==> config.mk <==
export PLATFORM = sky130hd
export DESIGN_NAME = pulse_train_generator
export DESIGN_NICKNAME = d
export VERILOG_FILES = /design/src/rtl/ptg_pkg.sv /design/src/rtl/pulse_train_generator_phase_counter.sv /design/src/rtl/pulse_train_generator.sv
export SDC_FILE = /design/constraint.sdc
export NUM_CORES = 1
export LEC_CHECK = 0
export ABC_AREA = 1
export CORE_UTILIZATION = 40
export CTS_CLUSTER_DIAMETER = 60
export DETAILED_ROUTE_END_ITERATION = 12
export HOLD_SLACK_MARGIN = 0.15
export PLACE_DENSITY_LB_ADDON = 0.2
export SETUP_SLACK_MARGIN = 0.4
export SLEW_MARGIN = 20
export SYNTH_ARGS = -nofsm -noshare
export SYNTH_HDL_FRONTEND = slang
export SYNTH_SLANG_ARGS = --single-unit
==> constraint.sdc <==
create_clock -name clk -period 2.7 [get_ports clk]
set_input_delay 0.54 -clock clk [delete_from_list [all_inputs] [get_ports clk]]
set_output_delay 0.54 -clock clk [all_outputs]
set_load 0.02 [all_outputs]
==> src/rtl/ptg_pkg.sv <==
// Shared types and constants for the pulse train generator.
package ptg_pkg;

    localparam int CNT_W_DEF = 16;
    localparam int NUM_W_DEF = 8;
    localparam int MIN_PHASE = 1;

    typedef enum logic [1:0] {
        S_IDLE,
        S_HIGH,
        S_LOW
    } state_e;

endpackage

==> src/rtl/pulse_train_generator_phase_counter.sv <==
// Loadable up-counter shared by the high and low phases.
module phase_counter
    import ptg_pkg::*;
#(
    parameter int W = CNT_W_DEF
) (
    input  logic         clk,
    input  logic         rst,
    input  logic         load_i,
    input  logic         clr_i,
    input  logic         en_i,
    input  logic [W-1:0] limit_i,
    output logic [W-1:0] count_o,
    output logic         tc_o
);

    logic [W-1:0] cnt_q, cnt_d;

    always_comb begin
        cnt_d = cnt_q;
        if (clr_i) begin
            cnt_d = '0;
        end else if (load_i) begin
            cnt_d = W'(MIN_PHASE);
        end else if (en_i) begin
            cnt_d = cnt_q + W'(1);
        end
    end

    always_ff @(posedge clk) begin
        if (rst) begin
            cnt_q <= '0;
        end else begin
            cnt_q <= cnt_d;
        end
    end

    assign count_o = cnt_q;
    // Phase ends in the cycle the count equals the latched width.
    assign tc_o    = (cnt_q == limit_i);

endmodule

==> src/rtl/pulse_train_generator.sv <==
// Generates N registered pulses with programmable high/low widths,
// plus a done strobe and a falling-edge strobe.
module pulse_train_generator
    import ptg_pkg::*;
#(
    parameter int CNT_W = CNT_W_DEF,
    parameter int NUM_W = NUM_W_DEF
) (
    input  logic             clk,
    input  logic             rst,
    input  logic             start,
    input  logic [CNT_W-1:0] high_cycles,
    input  logic [CNT_W-1:0] low_cycles,
    input  logic [NUM_W-1:0] pulse_count,
    input  logic             abort,
    output logic             signal_out,
    output logic             busy,
    output logic             done,
    output logic             fall_strobe
);

    state_e state_q, state_d;

    logic [CNT_W-1:0] hi_q, hi_d;
    logic [CNT_W-1:0] lo_q, lo_d;
    logic [NUM_W-1:0] pcnt_q, pcnt_d;

    logic sig_q, sig_d;
    logic busy_q, busy_d;
    logic done_q, done_d;
    logic fall_q, fall_d;

    logic             ph_load;
    logic             ph_clr;
    logic             ph_en;
    logic [CNT_W-1:0] ph_limit;
    logic [CNT_W-1:0] ph_count;
    logic             ph_tc;

    assign ph_limit = (state_q == S_HIGH) ? hi_q : lo_q;

    phase_counter #(
        .W(CNT_W)
    ) u_phase (
        .clk     (clk),
        .rst     (rst),
        .load_i  (ph_load),
        .clr_i   (ph_clr),
        .en_i    (ph_en),
        .limit_i (ph_limit),
        .count_o (ph_count),
        .tc_o    (ph_tc)
    );

    always_comb begin
        state_d = state_q;
        hi_d    = hi_q;
        lo_d    = lo_q;
        pcnt_d  = pcnt_q;
        done_d  = 1'b0;
        ph_load = 1'b0;
        ph_clr  = 1'b0;
        ph_en   = 1'b0;
        unique case (state_q)
            S_IDLE: begin
                if (start && !abort) begin
                    hi_d = (high_cycles == '0) ? CNT_W'(MIN_PHASE)
                                               : high_cycles;
                    lo_d = (low_cycles == '0) ? CNT_W'(MIN_PHASE)
                                              : low_cycles;
                    if (pulse_count == '0) begin
                        done_d = 1'b1;
                    end else begin
                        state_d = S_HIGH;
                        pcnt_d  = pulse_count;
                        ph_load = 1'b1;
                    end
                end
            end
            S_HIGH: begin
                if (abort) begin
                    state_d = S_IDLE;
                    pcnt_d  = '0;
                    ph_clr  = 1'b1;
                end else if (ph_tc) begin
                    state_d = S_LOW;
                    ph_load = 1'b1;
                end else begin
                    ph_en = 1'b1;
                end
            end
            S_LOW: begin
                if (abort) begin
                    state_d = S_IDLE;
                    pcnt_d  = '0;
                    ph_clr  = 1'b1;
                end else if (ph_tc) begin
                    if (pcnt_q <= NUM_W'(1)) begin
                        state_d = S_IDLE;
                        pcnt_d  = '0;
                        done_d  = 1'b1;
                        ph_clr  = 1'b1;
                    end else begin
                        state_d = S_HIGH;
                        pcnt_d  = pcnt_q - NUM_W'(1);
                        ph_load = 1'b1;
                    end
                end else begin
                    ph_en = 1'b1;
                end
            end
            default: begin
                state_d = S_IDLE;
                ph_clr  = 1'b1;
            end
        endcase
        // Outputs are a registered image of the next state.
        sig_d  = (state_d == S_HIGH);
        busy_d = (state_d != S_IDLE);
        fall_d = sig_q && !sig_d;
    end

    always_ff @(posedge clk) begin
        if (rst) begin
            state_q <= S_IDLE;
            hi_q    <= '0;
            lo_q    <= '0;
            pcnt_q  <= '0;
            sig_q   <= 1'b0;
            busy_q  <= 1'b0;
            done_q  <= 1'b0;
            fall_q  <= 1'b0;
        end else begin
            state_q <= state_d;
            hi_q    <= hi_d;
            lo_q    <= lo_d;
            pcnt_q  <= pcnt_d;
            sig_q   <= sig_d;
            busy_q  <= busy_d;
            done_q  <= done_d;
            fall_q  <= fall_d;
        end
    end

    assign signal_out  = sig_q;
    assign busy        = busy_q;
    assign done        = done_q;
    assign fall_strobe = fall_q;

endmodule

Yosys cells after proc, flatten, opt, wreduce, memory -nomap -nowiden --
Index checks and enable logic that the tools add are counted. W data, S select, Z words.
Storage, ports and cells: register bits after elaboration 62, output and inout port bits 4, input port bits 44
Cells by class: order comparisons 1, add/sub/neg operators 2, reduce and logical (&&, ||, !) cells 16, eq/ne operators 8, mux-type cells 40
Operator list (count):
- $mux W16 | 3
- $mux W8 | 6
- $logic_not A16 Y1 | 2
- $pmux W8 S3 | 1
- $mux W1 | 20
- $add A16 B1 Y16 const B | 1
- $eq A16 B16 Y1 | 1
- $mux W2 | 6
- $le A8 B1 Y1 const B | 1
- $logic_not A8 Y1 | 1
- $sub A8 B1 Y8 const B | 1
- $ne A2 B2 Y1 const B | 3
- $pmux W1 S3 | 2
- $pmux W2 S3 | 1
- $reduce_and A5 Y1 | 1
- $eq A2 B1 Y1 const B | 2
- $reduce_bool A2 Y1 | 2
- $reduce_or A2 Y1 | 2
- $ne A3 B3 Y1 const B | 1
- $reduce_bool A3 Y1 | 1
- $reduce_or A3 Y1 | 1
- $eq A2 B2 Y1 const B | 1
- $logic_and A1 B1 Y1 | 2
- $logic_not A1 Y1 | 2
- other kinds (3) | 3

Logic depth before layout (Yosys ltp) --
Gate-level depths: netlist of run 1.
depth in word-level cells 9, depth in mapped cells 20

Modules after synthesis --
From an unflattened synthesis of run 1, not the netlist that was laid out.
Unflattened totals: cell total of the unflattened synthesis 515, area total of the unflattened synthesis 3422.0 sq um
By module, submodules not included:
- pulse_train_generator | cells each 356, area each 2341.0 sq um, times used 1
- phase_counter | cells each 159, area each 1081.0 sq um, times used 1

Least setup slack after synthesis of run 1 --
Ideal clock, no wire load.
path type flip-flop to flip-flop, from register state_q[1], to register u_phase.cnt_q[0], in the netlist u_phase.count_o[0], path slack 0.640 ns, data required time 2.591 ns, clock period less this slack 2.060 ns, cell stages (with the launch flop) 19, arrival 1.951 ns, setup time 0.109 ns, path through dfxtp_1 > inv_1 > ha_1 > buf_4 > buf_4 > nand2_1 > nand2_1 > nand2_1 > nand2_1 > nor2_1 > nand2_1 > nor2_2 > nand2_2 > nand2_2 > buf_4 > xor2_1 > nand2_1 > nand2_1 > inv_1
On the way: word-level cells in the longest chain between the ends 7
Ends and longest elaborated chain:
- start, declared | line pulse_train_generator.sv:22 | state_e state_q, state_d;
- start signal, assigned | line pulse_train_generator.sv:134 | state_q <= state_d;
- $eq A2 B1 Y1 | line pulse_train_generator.sv:40, pulse_train_generator.sv:64
- $mux W16 | line pulse_train_generator.sv:40 | assign ph_limit = (state_q == S_HIGH) ? hi_q : lo_q;
- $eq A16 B16 Y1 | line pulse_train_generator_phase_counter.sv:40 | assign tc_o = (cnt_q == limit_i);
- $mux W1, on equally long branches | line pulse_train_generator.sv:97, pulse_train_generator.sv:85
- $mux W1, on equally long branches | line pulse_train_generator.sv:93, pulse_train_generator.sv:81
- $pmux W1 S3 / $mux W1 (equally long branches)
- $mux W1, or another cell as far along | line pulse_train_generator_phase_counter.sv:23 | end else if (load_i) begin
- end signal, assigned | line pulse_train_generator_phase_counter.sv:34 | cnt_q <= cnt_d;
- end, declared | line pulse_train_generator_phase_counter.sv:17 | logic [W-1:0] cnt_q, cnt_d;
Several ways; a longest one is shown, not always the timed one. A chain may end at the register's enable or synchronous reset.

Worst setup path in the final report of run 1 --
from register state_q[1], to register u_phase.cnt_q[8], in the netlist u_phase.count_o[8]
On the way: word-level cells in the longest chain between the ends 7
Ends and longest elaborated chain:
- $eq A2 B1 Y1 | line pulse_train_generator.sv:40, pulse_train_generator.sv:64
- $mux W16 | line pulse_train_generator.sv:40
- $eq A16 B16 Y1 | line pulse_train_generator_phase_counter.sv:40
- $mux W1, on equally long branches | line pulse_train_generator.sv:97, pulse_train_generator.sv:85
- $mux W1, on equally long branches | line pulse_train_generator.sv:93, pulse_train_generator.sv:81
- $pmux W1 S3 | line pulse_train_generator.sv:64 | unique case (state_q)
- $reduce_or A3 Y1 (no line)
Several ways; a longest one is shown, not always the timed one.

==> impl_metrics.py, run 1 <==
metrics = {
    "worst_hold_path": {
        "min_path_type": "register to register",
        "hp-start": "signal_out",
        "min_to": "fall_strobe",
        "whs_path_depth": 2,
    },
    "critical_path": {
        "reg2reg_depth": 15,
        "r2r_setup_slack_ps": 550,
        "startpoint_type": "register",
        "crit_path_max_fanout": 7,
        "r2r_start": "state_q[1]",
        "arrival_ps": 2390,
        "crit_path_end_kind": "register",
        "rr_endpoint": "u_phase.count_o[8]",
        "crit_type": "register to register",
        "required_ps": 2940,
        "crit_path_start": "state_q[1]",
    },
    "drt": {
        "wl_met1_mm": 4.36,
        "antenna_left": 0,
        "wl_met2_mm": 4.70,
        "via_count": 3644,
        "drt_first_iter_violations": 158,
        "drcViolationCount": 0,
        "wl_met3_um": 502,
        "drt_wl_total_mm": 9.78,
        "via_per_inst": 5.10,
        "dr.pass1.iters": 5,
        "top_layer": "met4",
        "wl_per_cell_um": 13.7,
    },
    "timing": {
        "relSlewSlack_pct": 64.9,
        "fin_ws_ps": 554,
        "skew_ps": 9.70,
        "period_share_pct": 79.5,
        "hold_viol": 0,
        "fin_tns_setup_ps": 0,
        "holdWs_ps": 444,
        "tightest_slew_ps": 522,
        "layout_min_cycle_time_ps": 2150,
        "final_max_slew_viol_count": 0,
        "finalSetupViolations": 0,
        "rsz0062_at_grt": "yes",
        "clock.fmax_ghz": 0.466,
    },
    "floorplanning": {
        "core_mm2": 0.00838,
        "row_count": 33,
        "fp.dieW_um": 96.1,
        "die_height_um": 96.1,
        "io_pins": 48,
        "dieArea_mm2": 0.00924,
        "initial_core_util_pct": 42.3,
    },
    "finish": {
        "final_cell_mix": "nand2_1 (132), nor2_1 (105), inv_1 (65)",
        "fin_util_pct": 53.1,
        "area_growth_pct": 25.5,
        "diodes": 0,
        "layout_commonest_cell": "nand2_1",
        "final_area_mm2": 0.00445,
        "nNetsFinal": 655,
        "fillers": 828,
        "drive_above_1_share_pct": 7.55,
    },
    "power_and_ir_drop": {
        "ir_drop_mv": 0.285,
        "seqPwrFrac_pct": 40.5,
        "leakage_nw": 1.89,
        "p_int_mw": 1.77,
        "p_per_area_mw_per_mm2": 557,
        "clkPwrFrac_pct": 41.1,
        "pwr-share-comb_pct": 18.4,
        "switchingPower_mw": 0.704,
        "switching_share_pct": 28.4,
    },
    "grt": {
        "grt_first_pass_wirelength_mm": 16.5,
        "grt_usage_pct": 23.4,
        "antenna_found_initial": 0,
        "first_global_vias": 3589,
        "grt.overflow.total": 0,
        "grt_max_degree": 45,
    },
    "synth": {
        "synth_area_mm2": 0.00354,
        "syn_area_per_cell_um2": 6.34,
        "ys_seq_elements": 62,
        "synthesis.nets": 610,
        "ys_types": 26,
        "netlist_instances": 559,
        "yosysWarnings": 0,
        "synth_seq_area_share_pct": 35.0,
    },
    "clock_tree": {
        "cts_root_buf": "clkbuf_8",
        "path_clk_slew_ps": 70,
        "clock_latency_ps": 350,
        "clk_path_buf_depth": 2,
        "h-tree-depth": 3,
        "cts_tree": "yes",
        "hold_buffers": 0,
        "cts_buffers": 9,
        "clock_sinks": 62,
    },
    "placement": {
        "placed_cell_area_mm2": 0.00406,
        "port_buffers": 47,
        "dpl_worst_slack_ps": 35.8,
        "place_congestion": 0.884,
        "hpwl_mm": 7.12,
    },
    "run": {
        "drv_cap": 0,
    },
    "run_status": {
        "status": "finished clean",
    },
}
[power by group through the flow]
stage / clock [mW] / combinational (mW) / sequential (mW)
6_report: 1.02 / 0.456 / 1.00
5_1_grt: 1.07 / 0.514 / 1.01
4_1_cts: 1.03 / 0.429 / 1.00
3_5_place_dp: 0 / 0.414 / 1.02
3_3_place_gp: 0 / 0.407 / 1.02
2_1_floorplan: 0 / 0.279 / 1.01
[logic make-up after synthesis]
group,after synthesis,share of synthesized area (%)
adders and majority gates,7,2.47
DFF,62,35.0
and+or+nand+nor,303,35.1
xor gates and xnor gates,17,4.20
buffers and inverters,92,11.0
AOI/OAI and AO/OA,78,12.2
[worst max path at each step]
stage,to,slack [ps],cells past startpoint
floorplan,u_phase.count_o[0],640,18
global placement,pcnt_q[7],30,11
detailed placement,pcnt_q[6],40,11
CTS,pcnt_q[5],420,15
global route,u_phase.count_o[10],330,15
finish,u_phase.count_o[8],550,15
[critical path, cell delays in order (launching register included)]
cell        delay [ps]
dfxtp_2            330
inv_2               80
ha_4               200
clkinvlp_4         180
nand2_1            110
nand2_1             50
nand2_1             50
nand2_1             50
nor2_1              90
nand2_1             90
nor2_4             180
nand2_4            110
o22ai_1            150
nand2_2            120
nand2_2            180
nor2_1              50
[repair_timing]
action,CTS,global route
setup buffers,2,0
pin swaps,0,3
cloned,1,1
endpoints found under the setup margin,24,29
resized for setup,8,23
[layout make-up]
cell class / count / area (um2) / area share [%]
clock buffers: 9 / 124 / 2.79
clock inverters: 7 / 123 / 2.76
inverters: 70 / 280 / 6.30
multi-input cells: 406 / 2000 / 45.0
flip-flops and latches: 62 / 1240 / 28.0
well taps: 105 / 131 / 2.95
repair buffers: 54 / 536 / 12.0
repair inverters: 1 / 7.51 / 0.169
[sequential cells by signal, indices dropped and copies added, names as in the netlist]
register and flops:
u_phase.count_o 16, signal_out 1, hi_q 16, state_q 2, fall_strobe 1, lo_q 16
done 1, busy 1, pcnt_q 8
[cell usage after synthesis (all sizes together)]
library cell  count  share of area [%]
xnor2             3               0.74
o21ai            47                6.6
clkbuf           13                1.4
a211oi           10                2.1
dfxtp            62                 35
a21oi            11                1.6
o22ai             6                1.1
a221oi            2               0.49
nor2            107                 11
buf               9                2.2
nand3b            2               0.42
a31oi             2               0.35
nand2           140                 15
nand4             6                1.1
xor2             14                3.5
nand3            29                4.1
nor3             10                1.4
nor4              9                1.6
inv              70                7.4
ha                7                2.5
[routing by layer]
metal  global-route usage [%]  vias up
li1                         -     1872
met1                     27.2     1657
met2                     41.0       96
met3                     6.32       19
met4                     8.33        0
met5                        0        -
[through the flow]
| stage | power [mW] | instances |
|---|---|---|
| after floorplan | 1.29 | 559 |
| after global placement | 1.43 | 694 |
| after detailed placement | 1.44 | 694 |
| after CTS | 2.46 | 713 |
| after global routing | 2.60 | 714 |
| final | 2.48 | 714 |
No activity file was read; power rests on OpenSTA's default activity.
==> inputs of run 2 (changes only) <==
==> constraint.sdc (replaced) <==
create_clock -name clk -period 2.2 [get_ports clk]
set_input_delay 0.44 -clock clk [delete_from_list [all_inputs] [get_ports clk]]
set_output_delay 0.44 -clock clk [all_outputs]
set_load 0.02 [all_outputs]
==> run 2 against run 1 <==
Effect of this change:
- sequential cell count unchanged
- die area unchanged
- count of clock-buffer cells in the layout did not move
- power is 24% higher
- hold slack improved by 33 ps
- critical path type unchanged
- largest cell class unchanged
==> impl_metrics.py, run 2 (same netlist as run 1, synthesis figures left out) <==
metrics = {
    "run_status": {
        "status": "finished clean",
    },
    "critical_path": {
        "path_buf_inv": 3,
        "required_ps": 2440,
        "startpoint_type": "register",
        "crit_chain": "inv_2, ha_4, clkbuf_16, nand2_1, nand2_1, nand2_1, nand2_1, nor2_1, nand2_1, nor2_4, nand2_4, o22ai_4, nand2_2, nand2_4, buf_12, nor2_1",
        "cp_slowest_cell": "dfxtp_2",
        "crit_type": "register to register",
        "reg2reg_depth": 16,
        "crit_path_end_kind": "register",
        "crit_path_max_fanout": 8,
        "cpMostUsedCell": "nand2_1",
        "critical_path_depth": 16,
        "r2r_start": "state_q[1]",
        "critPathTopFamily": "simple AND/OR/NAND/NOR gates",
        "arrival_ps": 2360,
        "max_stage_delay_ps": 340,
        "crit_path_end": "u_phase.count_o[2]",
        "rr_endpoint": "u_phase.count_o[2]",
        "r2r_setup_slack_ps": 80,
        "crit_path_start": "state_q[1]",
    },
    "power_and_ir_drop": {
        "ir_drop_mv": 0.422,
        "leakage_nw": 2.02,
        "p_per_area_mw_per_mm2": 647,
    },
    "timing": {
        "tightest_slew_ps": 542,
        "layout_min_cycle_time_ps": 2120,
        "skew_ps": 14.1,
        "hold_viol": 0,
        "relSlewSlack_pct": 63.5,
        "rsz0062_at_grt": "yes",
        "final_max_slew_viol_count": 0,
        "finalSetupViolations": 0,
        "holdWs_ps": 476,
        "clock.fmax_ghz": 0.472,
        "period_share_pct": 96.3,
    },
    "grt": {
        "grt.overflow.total": 0,
        "antenna_found_initial": 0,
        "grt_max_degree": 45,
        "first_global_vias": 3544,
        "grt_first_pass_wirelength_mm": 15.6,
        "grt_usage_pct": 22.2,
    },
    "floorplanning": {
        "row_count": 33,
        "initial_core_util_pct": 42.3,
        "dieArea_mm2": 0.00924,
        "fp.dieW_um": 96.1,
        "io_pins": 48,
        "die_height_um": 96.1,
        "core_mm2": 0.00838,
    },
    "finish": {
        "layout_commonest_cell": "nand2_1",
        "drive_above_1_share_pct": 14.3,
        "seqCellArea_mm2": 0.00125,
        "fin_util_pct": 56.4,
        "fillers": 792,
        "multiInputGateArea_mm2": 0.00211,
        "area_growth_pct": 33.5,
        "final_cell_mix": "nand2_1 (118), nor2_1 (102), inv_1 (65)",
        "diodes": 0,
        "nNetsFinal": 670,
    },
    "drt": {
        "wl_per_cell_um": 13.4,
        "dr.pass1.iters": 4,
        "via_count": 3750,
        "via_per_inst": 5.14,
        "drt_wl_total_mm": 9.75,
        "antenna_left": 0,
        "drt_first_iter_violations": 132,
        "drcViolationCount": 0,
    },
    "worst_hold_path": {
        "min_path_type": "register to register",
    },
    "placement": {
        "port_buffers": 47,
        "place_congestion": 0.891,
        "hpwl_mm": 6.99,
    },
    "clock_tree": {
        "clock_sinks": 62,
        "path_clk_slew_ps": 80,
        "cts_buffers": 9,
        "clk_path_buf_depth": 2,
        "cts_tree": "yes",
        "clock_latency_ps": 350,
        "h-tree-depth": 3,
        "cts_root_buf": "clkbuf_8",
    },
    "run": {
        "drv_cap": 0,
    },
}
run 2: how the worst min path moves through the flow:
| stage | from | end | slack [ps] | cells past startpoint |
|---|---|---|---|---|
| floorplan | hi_q[15] | hi_q[15] | 440 | 2 |
| global placement | signal_out | fall_strobe | 440 | 2 |
| detailed placement | signal_out | fall_strobe | 460 | 2 |
| CTS | signal_out | fall_strobe | 470 | 2 |
| global route | signal_out | fall_strobe | 510 | 2 |
| finish | pcnt_q[3] | pcnt_q[3] | 480 | 2 |
run 2: where the power goes:
group          leakage [nW]  switching (mW)  internal [mW]
Combinational          1.40           0.367          0.303
Sequential            0.509          0.0438           1.19
Clock                 0.112           0.504          0.655
run 2: tightest hold or removal path, delay by kind of cell, from the launching register on:
kind / cells / cell delay (ps)
flops: 1 / 320
buf+inv: 1 / 60
compound gates: 1 / 50
run 2: area by class of cell:
type / count / area share (%)
clock buffers: 9 / 2.62
clock inverters: 7 / 2.22
inverters: 70 / 5.87
multi-input cells: 406 / 44.5
flip-flops and latches: 62 / 26.3
well taps: 105 / 2.78
repair buffers: 70 / 15.7
run 2: routing by layer:
layer  up-vias  track usage [%]  wire length [um]  share of wire (%)
li1       1901                -                 -                  -
met3        18             4.74               624                6.4
met1      1703             25.1              4120                 42
met4         0             8.58               202                2.1
met5         -                0                 0                  0
met2       128             40.4              4800                 49
run 2: timing repair:
action	4_1_cts	5_1_grt
hold buffers	0	0
resized for setup	18	32
buffers inserted	5	4
pin swaps	9	8
cloned	2	3
setup endpoints to repair	29	30
run 2: stage by stage:
stage               std cells  TNS, ps  cell area (um2)  worst slack, ps  total power, mW
floorplan                 559        0             3610              220             1.61
global placement          699        0             4170             24.2             1.78
detailed placement        699    -16.3             4170            -8.00             1.79
CTS                       722        0             4530              155             3.01
global route              729     -666             4730            -56.5             3.20
finish                    729        0             4730             81.8             3.06
